File: src/rtl/vga_sync_rx.sv
// rtl/vga_sync_rx.sv - VGA sync receiver: recovers x/y/de, measures line/frame length, reports lock
// Optional no-hsync watchdog enabled by defining VGA_RX_TIMEOUT_EN.
module vga_sync_rx #(
  parameter int H_PIX        = 640,
  parameter int H_SYNC_PULSE = 96,
  parameter int H_FP         = 16,
  parameter int H_BP         = 48,
  parameter int V_PIX        = 480,
  parameter int V_SYNC_PULSE = 2,
  parameter int V_FP         = 10,
  parameter int V_BP         = 33,
  parameter int LOCK_LINES   = 4,
`ifdef VGA_RX_TIMEOUT_EN
  parameter int TIMEOUT_CYC  = 2 * (H_PIX + H_SYNC_PULSE + H_FP + H_BP),
`endif
  localparam int H_TOTAL = H_PIX + H_SYNC_PULSE + H_FP + H_BP,
  localparam int V_TOTAL = V_PIX + V_SYNC_PULSE + V_FP + V_BP,
  localparam int HW      = $clog2(H_TOTAL) + 1,
  localparam int VW      = $clog2(V_TOTAL) + 1
) (
  input  logic          clk,
  input  logic          rst,
  input  logic          hs_i,
  input  logic          vs_i,
  output logic [HW-1:0] x_o,
  output logic [VW-1:0] y_o,
  output logic          de_o,
  output logic          locked_o,
  output logic [HW-1:0] line_len_o,
  output logic [VW-1:0] frame_len_o,
  output logic          err_o,
  output logic          no_sig_o
);

  localparam int HA = H_SYNC_PULSE + H_BP;
  localparam int VA = V_SYNC_PULSE + V_BP;
  localparam int MW = $clog2(LOCK_LINES + 1);

  localparam logic [HW-1:0] H_MAX     = '1;
  localparam logic [VW-1:0] V_MAX     = '1;
  localparam logic [HW-1:0] H_TOTAL_W = HW'(H_TOTAL);
  localparam logic [VW-1:0] V_TOTAL_W = VW'(V_TOTAL);
  localparam logic [HW-1:0] HA_W      = HW'(HA);
  localparam logic [HW-1:0] HE_W      = HW'(HA + H_PIX - 1);
  localparam logic [VW-1:0] VA_W      = VW'(VA);
  localparam logic [VW-1:0] VE_W      = VW'(VA + V_PIX - 1);
  localparam logic [MW-1:0] LOCK_W    = MW'(LOCK_LINES);

  typedef enum logic [1:0] {
    SEARCH = 2'd0,
    TRACK  = 2'd1,
    LOCKED = 2'd2
  } h_state_t;

  logic          hs_s1, hs_s2, hs_d;
  logic          vs_s1, vs_s2, vs_d;
  logic          hs_fall, vs_fall;
  logic [HW-1:0] h_cnt, h_len;
  logic [VW-1:0] v_cnt, v_len;
  h_state_t      h_state, h_state_nxt;
  logic [MW-1:0] match, match_nxt;
  logic          h_err, v_err;
  logic          v_armed, v_ok;
  logic          wd_expired;
  logic          h_in, v_in, win;

  always_ff @(posedge clk or posedge rst) begin
    if (rst) begin
      hs_s1 <= 1'b0;
      hs_s2 <= 1'b0;
      hs_d  <= 1'b0;
      vs_s1 <= 1'b0;
      vs_s2 <= 1'b0;
      vs_d  <= 1'b0;
    end else begin
      hs_s1 <= hs_i;
      hs_s2 <= hs_s1;
      hs_d  <= hs_s2;
      vs_s1 <= vs_i;
      vs_s2 <= vs_s1;
      vs_d  <= vs_s2;
    end
  end

  assign hs_fall = ~hs_s2 & hs_d;
  assign vs_fall = ~vs_s2 & vs_d;

  // Lengths saturate together with the counters so a stuck sync never wraps to a small value.
  assign h_len = (h_cnt == H_MAX) ? H_MAX : h_cnt + HW'(1);
  assign v_len = (v_cnt == V_MAX) ? V_MAX : v_cnt + VW'(1);

  always_ff @(posedge clk or posedge rst) begin
    if (rst) begin
      h_cnt       <= '0;
      v_cnt       <= '0;
      line_len_o  <= '0;
      frame_len_o <= '0;
    end else begin
      if (hs_fall) begin
        h_cnt      <= '0;
        line_len_o <= h_len;
      end else if (h_cnt != H_MAX) begin
        h_cnt <= h_cnt + HW'(1);
      end
      if (vs_fall) begin
        v_cnt       <= '0;
        frame_len_o <= v_len;
      end else if (hs_fall && (v_cnt != V_MAX)) begin
        v_cnt <= v_cnt + VW'(1);
      end
    end
  end

`ifdef VGA_RX_TIMEOUT_EN
  localparam int            WW     = $clog2(TIMEOUT_CYC + 1);
  localparam logic [WW-1:0] WD_LIM = WW'(TIMEOUT_CYC);

  logic [WW-1:0] wd_cnt;

  always_ff @(posedge clk or posedge rst) begin
    if (rst) begin
      wd_cnt <= '0;
    end else if (hs_fall) begin
      wd_cnt <= '0;
    end else if (wd_cnt != WD_LIM) begin
      wd_cnt <= wd_cnt + WW'(1);
    end
  end

  assign wd_expired = (wd_cnt == WD_LIM);
`else
  assign wd_expired = 1'b0;
`endif

  assign no_sig_o = wd_expired;

  always_ff @(posedge clk or posedge rst) begin
    if (rst) begin
      h_state <= SEARCH;
      match   <= '0;
    end else begin
      h_state <= h_state_nxt;
      match   <= match_nxt;
    end
  end

  // A fall arriving while the watchdog is expired is treated as the first edge of a new search.
  always_comb begin
    h_state_nxt = h_state;
    match_nxt   = match;
    h_err       = 1'b0;
    if (wd_expired && !hs_fall) begin
      h_state_nxt = SEARCH;
      match_nxt   = '0;
    end else if (hs_fall) begin
      case (h_state)
        SEARCH: begin
          h_state_nxt = TRACK;
          match_nxt   = '0;
        end
        TRACK: begin
          if (h_len == H_TOTAL_W) begin
            match_nxt = match + MW'(1);
            if (match == LOCK_W - MW'(1)) begin
              h_state_nxt = LOCKED;
            end
          end else begin
            match_nxt = '0;
          end
        end
        LOCKED: begin
          if (h_len != H_TOTAL_W) begin
            h_err       = 1'b1;
            h_state_nxt = TRACK;
            match_nxt   = '0;
          end
        end
        default: begin
          h_state_nxt = SEARCH;
          match_nxt   = '0;
        end
      endcase
    end
  end

  // The first vsync after reset has no valid frame behind it, so it only arms the check.
  always_ff @(posedge clk or posedge rst) begin
    if (rst) begin
      v_armed <= 1'b0;
      v_ok    <= 1'b0;
    end else if (vs_fall) begin
      v_armed <= 1'b1;
      if (v_armed) begin
        v_ok <= (v_len == V_TOTAL_W);
      end
    end else if (wd_expired) begin
      v_ok <= 1'b0;
    end
  end

  assign locked_o = (h_state == LOCKED) & v_ok;
  assign v_err    = vs_fall & v_armed & locked_o & (v_len != V_TOTAL_W);

  always_ff @(posedge clk or posedge rst) begin
    if (rst) begin
      err_o <= 1'b0;
    end else begin
      err_o <= h_err | v_err;
    end
  end

  assign h_in = (h_cnt >= HA_W) && (h_cnt <= HE_W);
  assign v_in = (v_cnt >= VA_W) && (v_cnt <= VE_W);
  assign win  = h_in & v_in;

  assign x_o  = win ? (h_cnt - HA_W) : '0;
  assign y_o  = win ? (v_cnt - VA_W) : '0;
  assign de_o = locked_o & win;

endmodule

File: config.mk
export PLATFORM = sky130hd
export DESIGN_NAME = vga_sync_rx
export DESIGN_NICKNAME = d
export VERILOG_FILES = /design/src/rtl/vga_sync_rx.sv
export SDC_FILE = /design/constraint.sdc
export NUM_CORES = 1
export LEC_CHECK = 0
export ABC_AREA = 0
export ABC_CLOCK_PERIOD_IN_PS = 2750
export CAP_MARGIN = 20
export CORE_UTILIZATION = 54
export DETAILED_ROUTE_END_ITERATION = 8
export PLACE_DENSITY_LB_ADDON = 0.08
export SLEW_MARGIN = 10
export SYNTH_ARGS = -nofsm -noshare
export SYNTH_HDL_FRONTEND = slang
export SYNTH_SLANG_ARGS = --single-unit
File: constraint.sdc
create_clock -name clk -period 2.75 [get_ports clk]
set_input_delay 0.825 -clock clk [delete_from_list [all_inputs] [get_ports clk]]
set_output_delay 0.825 -clock clk [all_outputs]
set_load 0.05 [all_outputs]
Word-level counts from Yosys, hierarchy flattened
Index checks and enable logic that the tools add are counted.

word-level totals
  bits in registers = 58
  bits in latches = 0
  bits in writable memories = 0
  memory bits (read-only) = 0
  memories = 0

cells by class
  add/subtract/negate cells = 5
  multipliers = 0
  divide/modulo/power cells = 0
  $lt $le $gt $ge = 4
  eq/ne operators = 14
  shift-type cells = 0
  multiplexer cells = 18
  bitwise logic cells = 11
  reduce and logical (&&, ||, !) cells = 9

operator list
  operator               number
  $mux 11                8
  $add 11x1->11 const B  2
  $eq 11x10->1 const B   2
  $eq 11x11->1 const B   2
  $le 11x10->1 const B   2
  $ne 11x10->1 const B   2
  $ne 11x11->1 const B   2
  $ge 11x6->1 const B    1
  $ge 11x8->1 const B    1
  $sub 11x6->11 const B  1
  $sub 11x8->11 const B  1
  $and 1x1->1            8
  $mux 2                 3
  $mux 3                 2
  $ne 2x2->1 const B     3
  $pmux 2 s3             1
  $pmux 3 s2             1
  $reduce_and 2->1       2
  $reduce_and 4->1       1
  $reduce_bool 2->1      2
  $add 3x1->3 const B    1
  $eq 3x2->1 const B     1
  $logic_and 1x1->1      3
  $mux 1                 3
  5 further kinds        6

Logic depth before layout (Yosys ltp)
  word-level depth = 7
  depth in mapped cells = 8
  gate-level depth less buffers = 7

Worst setup path after synthesis
No wires, ideal clock.

  path kind = register to output
  start = register v_cnt[6]
  end = output y_o[5]
  arrival = 2527 ps
  data required time = 1925 ps
  setup slack = -602 ps
  stages on the path, launching flop included = 6
  cell sequence = dfrtp_1 > buf_2 > or3_4 > o41ai_2 > nand4_1 > nor3_1

on the way
  word-level cells in the longest chain between the ends = 4
  elaborated cells between the ends (all ways) = 5
  classes of those cells = order compare: 2; mux: 1; bitwise: 1; reduce/logical: 1

RTL lines
  element                                      line  text
  start: declaration                           59    logic [VW-1:0] v_cnt, v_len;
  start signal: assignment                     109   v_cnt <= v_cnt + VW'(1);
  $ge 11x6->1 or $le 11x10->1 (tied branches)  213   assign v_in = (v_cnt >= VA_W) && (v_cnt <= VE_W);
  $logic_and 1x1->1 *                          213
  $and 1x1->1 *                                214   assign win = h_in & v_in;
  $mux 11 *                                    217   assign y_o = win ? (v_cnt - VA_W) : '0;
  end: declaration                             26    output logic [VW-1:0] y_o,

Mark *: on every way between the ends. The rest lies on a longest branch, timed or not.

Worst setup path in the final report
  start = register v_cnt[7]
  end = output y_o[1]

Same word-level chain as after synthesis.

==> impl_results.md <==
- WL final: around 9 mm
- Final Critical Period: 3.12 ns
- Multi-input gate area: 1970 um2
- Met1 wire length: slightly below 4 mm
- Max-cap viol count: 0
- Ratio of cells with drive above 1 in the final layout: 0.246
- Yosys top cell by area: dfrtp_1
- Rows: 28
- Min-delay worst type: flop to flop
- Worst-path fanout max: 8
- Filler cell count: around 380
- Area Growth Syn to Fin: 42.4%
- WS Path Type: flop to primary output
- Htree depth: 3
- R2r startpoint: h_cnt[4]
- Failing checks: setup timing
- Synth cell types: 49
- Layout Cells excl Fill: 554
- LEAKAGE: a little over 2 nW
- Routed length on met2: 4.42 mm
- Worst hold stages: 0
- DR vias/cell: 5.66
- Post-route cell area: approximately 4900 um2
- Commonest non-fill, non-tap cell in the layout: nor2_1
- Net Sw Frac: 0.335
- Largest net degree at the start of global routing: 36
- Tightest Pin Transition: 0.786 ns
- Grt ovf: 0
- Synthesized area: 3430 um2
- Clock latency on the worst-skew pair: 0.34 ns
- Top cells by area, synth: dfrtp_1, nor2_1, xnor2_1
- Die X: 81.7 um
- Routability cong.: 0.866
- Crit path DAT: 2.29 ns
- Startpoint class of the critical path: flop
- Die area: 6670 um2
- Async set-reset flop share out of synthesis: 1.00
- I/O Buffers: 50
- Power Density: roughly 530 nW/um2
- Post-Syn Instances: 405
- Diode count: 0
- Number of synthesized register bits: 58
- Die height: 81.7 um
- Number of DRC markers in iteration 0: 223
- Max Freq: about 0.32 GHz
- Hold EP: hs_s2
- Worst reg2reg setup slack: slightly above 0.3 ns
- Initial antenna violation count: 0
- Average wire per standard cell: 16.2 um
- Initial Util: 0.569
- Final Worst Setup Slack: -0.370 ns
- Vias: 3133
- Power Internal: ~1.7 mW
- Status: complete, but fails checks
- Top-area cell type share of the netlist area: 0.423
- Flop pwr share: 0.381
- Max_slew headroom: 0.476
- Vias in the first global route: 2954
- First-pass GRT wire length: 14.4 mm
- Top layer in use: met4
- Final setup vio count: 23
- Commonest cells after routing, fill and taps aside: nor2_1, dfrtp_1, buf_4
- Pwr Total: 2.60 mW
- Max Transition Viols Final: 0
- Clock root buffer: clkbuf_8
- Clk_skew: 0.0130 ns
- Total track usage: 0.292
- CTS tree: built
- Place WS: 0.00516 ns
- Detailed Place HPWL: around 6.3 mm
- RSZ-0062 raised after global routing: true
- Period utilization: 1.13
- VDD IR-drop max: 0.723 mV
- Logic pwr share: 0.280
- Reg-to-reg endpoint: err_o
- Worst r2r path cells: 7
- WL met3: 494 um
- NetSw: slightly below 900 uW
- Crit. End Element: primary output
- Number of clock sinks: 58
- Top Ports: 52
- Clock slew at reported path FFs: 0.07 ns
- CTS Buffer Depth: 2
- Final Hold Viols: 0
- Drc violations: 0
- Pre-Repair DR Iteration Count: 5
- DP Area: about 4600 um2
- Nets: 489
- Syn. warnings: 0
- Main flop type after synthesis: dfrtp_1
- Sequential share of the synthesized area: 0.423
- HP Start: hs_s1
- Avg Inst Size Synth: 8.46 um2
- WP data required: 1.93 ns
- Post-synth EDFFs: 0
- FF/Latch Area: 1450 um2
- Placed insts: between 500 and 600
- Post-layout util: 0.810
- Clock share of power: 0.339
- Core area: 6030 um2
- Post-route ant nets: 0
- Total CTS buffers: 9
- Synth Net Count: 420
## registers in the layout, indices dropped and copies added (netlist names)
name	cells
vs_s1	1
hs_s1	1
h_cnt	11
hs_d	1
vs_s2	1
frame_len_o	11
hs_s2	1
v_cnt	11
err_o	1
vs_d	1
h_state	2
v_armed	1
line_len_o	11
match	3
v_ok	1
## stage by stage
stage | hold slack, ns | setup TNS, ns
floorplan | 0.331 | -3.69
global placement | 0.333 | -0.0900
detailed placement | 0.336 | 0
CTS | 0.350 | -6.84
global route | 0.353 | -8.33
finish | 0.350 | -7.41
## layout make-up
| cell class | instances | share of cell area |
|---|---|---|
| Clock buffer | 11 | 0.0290 |
| Clock inverter | 5 | 0.0159 |
| Inverter | 21 | 0.0161 |
| Multi-Input combinational cell | 294 | 0.404 |
| Sequential cell | 58 | 0.298 |
| Tap cell | 75 | 0.0192 |
| Timing Repair Buffer | 90 | 0.218 |
## cell usage after synthesis, types with 3 or more instances
master / number
nor2_1: 82
dfrtp_1: 58
nand2_1: 35
xnor2_1: 24
inv_1: 21
o21ai_0: 19
a21oi_1: 16
buf_2: 16
clkbuf_1: 13
nor3_1: 13
ha_1: 11
nand3_1: 11
xor2_1: 8
nand4_1: 6
a41oi_1: 5
nand2b_1: 5
a31oi_1: 4
and4_1: 4
mux2i_1: 4
nor4_1: 4
o21a_1: 4
and2_1: 3
and3_1: 3
nor2b_1: 3
or3_1: 3
## how the worst max path moves through the flow
stage	from	endpoint	slack, ns	depth (start not counted)
global route	v_cnt[7]	y_o[9]	-0.41	7
finish	v_cnt[7]	y_o[1]	-0.37	7
floorplan	v_cnt[4]	x_o[0]	-0.19	6
CTS	v_cnt[8]	y_o[1]	-0.34	7
global placement	v_cnt[4]	x_o[7]	-0.02	6
detailed placement	v_cnt[4]	x_o[7]	0.005	6
## metal layers
layer / vias to the layer above / global-route usage
met5: - / 0
met4: 0 / 0.111
met3: 15 / 0.0433
met2: 116 / 0.465
met1: 1512 / 0.404
li1: 1490 / -
## cell families after synthesis
| logic type | after synthesis | share of synthesized area |
|---|---|---|
| adder cells (fa/ha/maj) | 11 | 0.0401 |
| AND/OR/NAND/NOR | 184 | 0.253 |
| flip-flops | 58 | 0.423 |
| multiplexers | 4 | 0.0117 |
| other | 1 | 0.00109 |
| buffers and inverters | 53 | 0.0675 |
| XOR/XNOR | 32 | 0.0818 |
| AO/OA/AOI/OAI | 62 | 0.122 |
## power by group through the flow
| stage | clock, mW | combinational, mW | sequential (mW) |
|---|---|---|---|
| finish | 0.881 | 0.729 | 0.990 |
| floorplan | 0 | 0.277 | 1.17 |
| global placement | 0 | 0.701 | 0.998 |
| detailed placement | 0 | 0.722 | 1.00 |
| global route | 0.924 | 0.783 | 0.999 |
| CTS | 0.887 | 0.728 | 0.989 |
## critical path: stages (launching register included)
cell and delay, ns:
dfrtp_1 0.38, or3_4 0.41, o41ai_4 0.37, nand4_1 0.20
buf_6 0.19, buf_12 0.15, nor2_4 0.11, buf_12 0.14
## timing repair
action	4_1_cts	5_1_grt
buffers inserted	2	1
pin swaps	5	1
resized for setup	8	4
hold buffers	0	0
setup endpoints to repair	23	23
No activity file was read; power rests on OpenSTA's default activity.
